File: src/rtl/acc_seq_decode.sv
// rtl/acc_seq_decode.sv - instruction decode and MCT/timepulse sequencer
//
// Takes one 15-bit instruction word from the instruction register and splits it
// into a 3-bit order code and a 12-bit address. It then runs the word through its
// memory cycle times (MCTs). Each MCT is NTP timepulses long. The sequencer exposes
// the timing state so that later execute stages can use it.
//
// Ports:
//   clk          system clock, all flops on posedge
//   rstn         asynchronous active-low reset
//   instr        instruction word ([14:12] order code, [11:0] address)
//   instr_valid  instr holds a word ready for execution
//   instr_ready  sequencer can accept a word (IDLE and out of reset)
//   step         timepulse advance enable, sampled every clk
//   opcode       latched order code, stable until the next accept
//   addr         latched address field, stable until the next accept
//   tp           current timepulse 1..NTP, 0 when idle
//   mct          current MCT index 1..2, 0 when idle
//   mct_end      1-cycle pulse after the final advance of each MCT
//   busy         an instruction is executing
//   done         1-cycle pulse when an instruction completes

module acc_seq_decode #(
  parameter int IW  = 15,
  parameter int NTP = 12
) (
  input  logic          clk,
  input  logic          rstn,
  input  logic [IW-1:0] instr,
  input  logic          instr_valid,
  output logic          instr_ready,
  input  logic          step,
  output logic [2:0]    opcode,
  output logic [11:0]   addr,
  output logic [3:0]    tp,
  output logic [1:0]    mct,
  output logic          mct_end,
  output logic          busy,
  output logic          done
);

  typedef enum logic {IDLE = 1'b0, EXEC = 1'b1} state_t;

  localparam logic [3:0] TP_LAST = 4'(NTP);

  state_t      state_q, state_d;
  logic [2:0]  opcode_q, opcode_d;
  logic [11:0] addr_q, addr_d;
  logic [3:0]  tp_q, tp_d;
  logic [1:0]  mct_q, mct_d;
  logic        mct_end_q, mct_end_d;
  logic        busy_q, busy_d;
  logic        done_q, done_d;

  logic        accept;
  logic        last_tp;
  logic        last_mct;
  logic [1:0]  mct_count;

  // TC needs only one MCT. Every other order code needs two.
  assign mct_count = (opcode_q == 3'd0) ? 2'd1 : 2'd2;
  assign accept    = instr_valid & instr_ready;
  assign last_tp   = (tp_q == TP_LAST);
  assign last_mct  = (mct_q >= mct_count);

  // State register. The datapath flops share the same asynchronous reset.
  always_ff @(posedge clk or negedge rstn) begin
    if (!rstn) begin
      state_q   <= IDLE;
      opcode_q  <= 3'd0;
      addr_q    <= 12'd0;
      tp_q      <= 4'd0;
      mct_q     <= 2'd0;
      mct_end_q <= 1'b0;
      busy_q    <= 1'b0;
      done_q    <= 1'b0;
    end else begin
      state_q   <= state_d;
      opcode_q  <= opcode_d;
      addr_q    <= addr_d;
      tp_q      <= tp_d;
      mct_q     <= mct_d;
      mct_end_q <= mct_end_d;
      busy_q    <= busy_d;
      done_q    <= done_d;
    end
  end

  // Next-state logic for the FSM and the timing counters.
  always_comb begin
    state_d   = state_q;
    opcode_d  = opcode_q;
    addr_d    = addr_q;
    tp_d      = tp_q;
    mct_d     = mct_q;
    busy_d    = busy_q;
    mct_end_d = 1'b0;
    done_d    = 1'b0;

    case (state_q)
      IDLE: begin
        if (accept) begin
          state_d  = EXEC;
          opcode_d = instr[14:12];
          addr_d   = instr[11:0];
          tp_d     = 4'd1;
          mct_d    = 2'd1;
          busy_d   = 1'b1;
        end
      end
      EXEC: begin
        if (step) begin
          if (!last_tp) begin
            tp_d = tp_q + 4'd1;
          end else begin
            mct_end_d = 1'b1;
            if (!last_mct) begin
              mct_d = mct_q + 2'd1;
              tp_d  = 4'd1;
            end else begin
              state_d = IDLE;
              tp_d    = 4'd0;
              mct_d   = 2'd0;
              busy_d  = 1'b0;
              done_d  = 1'b1;
            end
          end
        end
      end
      default: state_d = IDLE;
    endcase
  end

  // Output logic. instr_ready is gated by rstn so that it reads low while reset is held.
  always_comb begin
    instr_ready = (state_q == IDLE) & rstn;
    opcode      = opcode_q;
    addr        = addr_q;
    tp          = tp_q;
    mct         = mct_q;
    mct_end     = mct_end_q;
    busy        = busy_q;
    done        = done_q;
  end

endmodule

File: config.mk
export PLATFORM = sky130hd
export DESIGN_NAME = acc_seq_decode
export DESIGN_NICKNAME = d
export VERILOG_FILES = /design/src/rtl/acc_seq_decode.sv
export SDC_FILE = /design/constraint.sdc
export NUM_CORES = 1
export LEC_CHECK = 0
export ABC_AREA = 0
export BUFFER_PORTS_ARGS = -buffer_cell sky130_fd_sc_hd__buf_2
export CORE_ASPECT_RATIO = 1.75
export CORE_MARGIN = 2
export CORE_UTILIZATION = 50
export CTS_CLUSTER_DIAMETER = 150
export CTS_CLUSTER_SIZE = 12
export DETAILED_ROUTE_END_ITERATION = 8
export GPL_ROUTABILITY_DRIVEN = 0
export PLACE_DENSITY = 0.91
export SETUP_SLACK_MARGIN = 0.4
export SLEW_MARGIN = 5
export SYNTH_ARGS = -nofsm -noshare
export SYNTH_HDL_FRONTEND = slang
export SYNTH_SLANG_ARGS = --single-unit
File: constraint.sdc
create_clock -name clk -period 3.2 [get_ports clk]
set_input_delay 0.16 -clock clk [delete_from_list [all_inputs] [get_ports clk]]
set_output_delay 0.16 -clock clk [all_outputs]
set_load 0.005 [all_outputs]
; ---- Word-level counts from Yosys, hierarchy flattened
; Index checks and enable logic that the tools add are counted.
[totals]
mem_count = 0
latchBits = 0
reg_bits = 25
word_cells = 52
mem_bits_rw = 0
output_inout_bits = 25
mem_bits_ro = 0
[classes]
eq_ne = 5
n_addsub = 2
shift = 0
n_mux = 28
div = 0
bitwise_logic = 3
multipliers = 0
order_cmp = 1
reduce_logical = 5
[op_table]
columns = operator, count
row1 = $mux 1, 16
row2 = $mux 4, 3
row3 = $mux 2, 5
row4 = $pmux 4 s2, 1
row5 = $add 4x1->4 const B, 1
row6 = $eq 4x4->1 const B, 1
row7 = $ne 2x1->1 const B, 2
row8 = $ne 2x2->1 const B, 2
row9 = $pmux 1 s2, 2
row10 = $pmux 2 s2, 1
row11 = $reduce_and 2->1, 2
row12 = $reduce_and 4->1, 1
row13 = $logic_not 3->1, 1
row14 = $reduce_and 3->1, 1
row15 = $add 2x1->2 const B, 1
row16 = $and 1x1->1, 2
row17 = $ge 2x2->1, 1
row18 = $not 1->1, 1

; ---- Logic depth before layout (Yosys ltp)
[depth]
word_depth = 7
depth_mapped = 5
mapped_depth_nobuf = 5

; ---- Least setup slack after synthesis
; OpenSTA, ideal clock, no wires.
[synth_path]
path_kind = register to register
startpoint = register tp_q[0], in the netlist tp[0]
endpoint = register mct_q[0], in the netlist mct[0]
arrival_ns = 1.362
setup_ns = 0.126
path_slack_ns = 1.712
stages_incl_launch_ff = 6
synth_period_minus_slack_ns = 1.488
cell_sequence = dfrtp_1 inv_1 ha_1 nand3_2 or4_1 o311a_1
[synth_via]
elab_chain_cells = 3
[synth_lines]
columns = item, line
row1 = from (decl), 49  ; logic [3:0] tp_q, tp_d;
row2 = from (signal assigned), 81  ; tp_q <= tp_d;
row3 = $eq 4x4->1, 63  ; assign last_tp = (tp_q == TP_LAST);
row4 = $ne 2x1->1 (no source line), -
row5 = $reduce_and 3->1 (no source line), -
row6 = to (signal assigned), 82  ; mct_q <= mct_d;
row7 = to (decl), 50  ; logic [1:0] mct_q, mct_d;
; Every way passes these cells.
; A chain may end at the register's enable or synchronous reset.

; ---- Final worst setup path
[layout_path]
startpoint = input rstn
endpoint = register addr_q[3], in the netlist addr[3]
[layout_via]
elab_chain_cells = 3
[layout_lines]
columns = item, line
row1 = from (decl), 28  ; input logic rstn,
row2 = $and 1x1->1, 136  ; instr_ready = (state_q == IDLE) & rstn;
row3 = $and 1x1->1, 62  ; assign accept = instr_valid & instr_ready;
row4 = $reduce_and 2->1 (no source line), -
row5 = to (signal assigned), 80  ; addr_q <= addr_d;
row6 = to (decl), 48  ; logic [11:0] addr_q, addr_d;
; Every way passes these cells.

==> results.py <==
metrics = {
    "logic_synthesis": {
        "synth_edf_count": 0,
        "ys_seq_area_frac": 0.549,
        "syn_avg_cell_area_sq_um": 12.9,
        "syn_area_sq_mm": 0.00114,
        "synth_cells": 88,
        "ys.flop_type": "dfrtp_1",
        "async_flop_share": 1.00,
        "synth.distinct_cells": 34,
        "synth-seq-cells": 25,
        "synth_warnings": 0,
        "syn_nets": 110,
    },
    "flow_run": {
        "max_cap_viol_count": 0,
    },
    "clocking": {
        "cts_sinks": 25,
        "numCtsBuffers": 3,
        "path_clk_slew_ns": 0.13,
        "cts.htree.levels": 1,
        "root_buffer": "clkbuf_4",
        "clock_latency_ns": 0.31,
        "post-cts-setup-buffers": 0,
        "cts_tree": "done",
        "cts_buffer_depth": 2,
    },
    "power_and_ir_drop": {
        "peakVddDrop_uv": 473,
        "cellInternalPower_w": 0.000759,
        "seqPwrFrac": 0.496,
        "combinationalPowerShare": 0.389,
        "p_leak_nw": 0.731,
        "switching_share": 0.343,
        "pwr_density_cell_mw_per_mm2": 834,
        "switchingPower_w": 0.000396,
        "power.total_w": 0.00116,
        "clkPwrFrac": 0.115,
    },
    "final_layout": {
        "instances_no_fill": 156,
        "drive_gt1_frac": 0.508,
        "finalNetCount": 155,
        "antennaDiodeCount": 0,
        "syn_to_final_growth_pct": 21.6,
        "n_fill_cell": 163,
        "layout_common_cells": "43 x buf_2, 25 x dfrtp_1, 15 x mux2_2",
        "layout_commonest_cell": "buf_2",
    },
    "setup_path": {
        "critPathKind": "in2reg",
        "cp-endpoint": "addr[3]$_DFFE_PN0P_",
        "critPathSlowestCell": "dlygate4sd3_1",
        "slowest_delay_ns": 0.52,
        "crit_chain": "dlygate4sd3_1 -> buf_2 -> nand3b_4 -> mux2_2",
        "rr_startpoint": "tp[0]$_DFFE_PN0P_",
        "worstSetupEndpointType": "flop",
        "crit_fanout": 27,
        "worstReg2RegEnd": "mct[0]$_DFFE_PN0P_",
        "reg2reg_slack_ns": 1.61,
        "crit_required_ns": 3.40,
        "cp-startpoint": "rstn",
        "worstRegToRegCells": 5,
        "worstPathArrival_ns": 1.91,
        "startpoint_type": "input pin",
    },
    "route": {
        "ant_nets": 0,
        "routed_wl_mm": 2.15,
        "drt_iter0_markers": 8,
        "first_pass_iters": 4,
        "routedWlPerCell_microns": 13.8,
        "viasPerCell": 5.46,
        "drc": 0,
        "vias": 852,
    },
    "sta": {
        "rsz0062_at_grt": "false",
        "finalMaxSlewViolations": 0,
        "fmax_ghz": 0.585,
        "finalCriticalPeriod_ns": 1.71,
        "slew_headroom": 0.612,
        "setup_tns_ns": 0,
        "hold_viol_final": 0,
        "tightest_slew_ns": 0.582,
        "skew_ns": 0.00919,
        "fin_crit_sh": 0.535,
        "setup_viol": 0,
        "hold-worst-slack_ns": 0.0700,
    },
    "placement": {
        "hpwl_mm": 1.62,
        "placed_cells": 151,
        "port_buffers": 43,
    },
    "die": {
        "core_area_sq_mm": 0.00212,
        "die_h_microns": 67.1,
        "io_pins": 44,
        "start_util": 0.537,
        "die-area_sq_mm": 0.00269,
        "die_w_microns": 40.1,
        "rows": 22,
    },
    "global_route": {
        "grt.overflow.total": 0,
        "grt_busiest_layer": "met2",
        "grt_max_degree": 28,
        "use_met2": 0.347,
        "grt_usage": 0.190,
        "global_route.usage.met3": 0.0200,
        "antenna_found_initial": 0,
        "grt_pass1_wl_mm": 3.55,
        "grt_pass1_vias": 873,
        "met1_usage": 0.200,
    },
    "min_path": {
        "hold_class": "in2reg",
    },
    "outcome": {
        "status": "complete, no violations",
    },
}
## routing by layer
| metal | up-vias | routed length [microns] | share of wire |
|---|---|---|---|
| met5 | - | 0 | 0 |
| met4 | 0 | 24 | 0.011 |
| met1 | 405 | 793 | 0.37 |
| met3 | 4 | 135 | 0.063 |
| met2 | 39 | 1190 | 0.56 |
| li1 | 404 | - | - |
## cell type report
cell class                      count  area, sq um  area share
Tap cell                           24         30.0      0.0217
Timing Repair Buffer               44          225       0.163
Clock buffer                        4         26.3      0.0190
Multi-Input combinational cell     52          452       0.326
Inverter                            7         26.3      0.0190
Sequential cell                    25          626       0.452
## kinds of logic after synthesis
| family | Yosys count | share of synthesized area |
|---|---|---|
| adders and majority gates | 3 | 0.0330 |
| muxes | 15 | 0.148 |
| and+or+nand+nor | 23 | 0.138 |
| buffers and inverters | 11 | 0.0538 |
| DFF | 25 | 0.549 |
| AOI/OAI and AO/OA | 11 | 0.0769 |
## timing repair
item / 4_1_cts / 5_1_grt
hold endpoints to repair: 25 / 0
gates resized for setup: 0 / 0
hold buffers: 1 / 0
## synthesized netlist by cell type, types with 2 or more instances
cell type	n	area share
nand2_1	3	0.0099
inv_1	6	0.020
mux2_2	15	0.15
nand3_1	6	0.026
buf_6	2	0.020
ha_1	3	0.033
dfrtp_1	25	0.55
or4_1	2	0.013
## through the flow
step | util | cell area [sq um] | setup WS [ns]
2_1_floorplan | - | 1140 | 1.71
3_3_place_gp | 0.636 | 1350 | 1.65
3_5_place_dp | 0.636 | 1350 | 1.61
4_1_cts | 0.653 | 1390 | 1.43
5_1_grt | 0.653 | 1390 | 1.32
6_report | 0.653 | 1390 | 1.49
## worst max-delay path: cells and delay by family
| family | cells | cell delay (ns) |
|---|---|---|
| muxes | 1 | 0.38 |
| buffers and inverters | 2 | 1.00 |
| and+or+nand+nor | 1 | 0.37 |
## worst min path at each step
stage,cells after the start,slack (ns),end,startpoint
2_1_floorplan,0,-0.14,addr[0]$_DFFE_PN0P_,rstn
4_1_cts,2,0.06,addr[9]$_DFFE_PN0P_,instr[9]
3_3_place_gp,1,0.18,done$_DFF_PN0_,rstn
6_report,2,0.07,addr[9]$_DFFE_PN0P_,instr[9]
3_5_place_dp,1,0.20,busy$_DFFE_PN0P_,rstn
5_1_grt,2,0.06,addr[10]$_DFFE_PN0P_,instr[10]
## sequential cells by signal, summed over array words and instances (netlist names)
| name | cells |
|---|---|
| addr | 12 |
| busy | 1 |
| done | 1 |
| mct | 2 |
| mct_end | 1 |
| opcode | 3 |
| state_q | 1 |
| tp | 4 |
## power by group through the flow
| stage | Clock (W) | Sequential, W | Combinational (W) |
|---|---|---|---|
| after floorplan | 0 | 0.000568 | 0.000259 |
| after global placement | 0 | 0.000569 | 0.000433 |
| after detailed placement | 0 | 0.000576 | 0.000456 |
| after CTS | 0.000139 | 0.000573 | 0.000458 |
| after global routing | 0.000149 | 0.000595 | 0.000504 |
| final | 0.000133 | 0.000573 | 0.000449 |
Power figures use the tool's default switching activity.
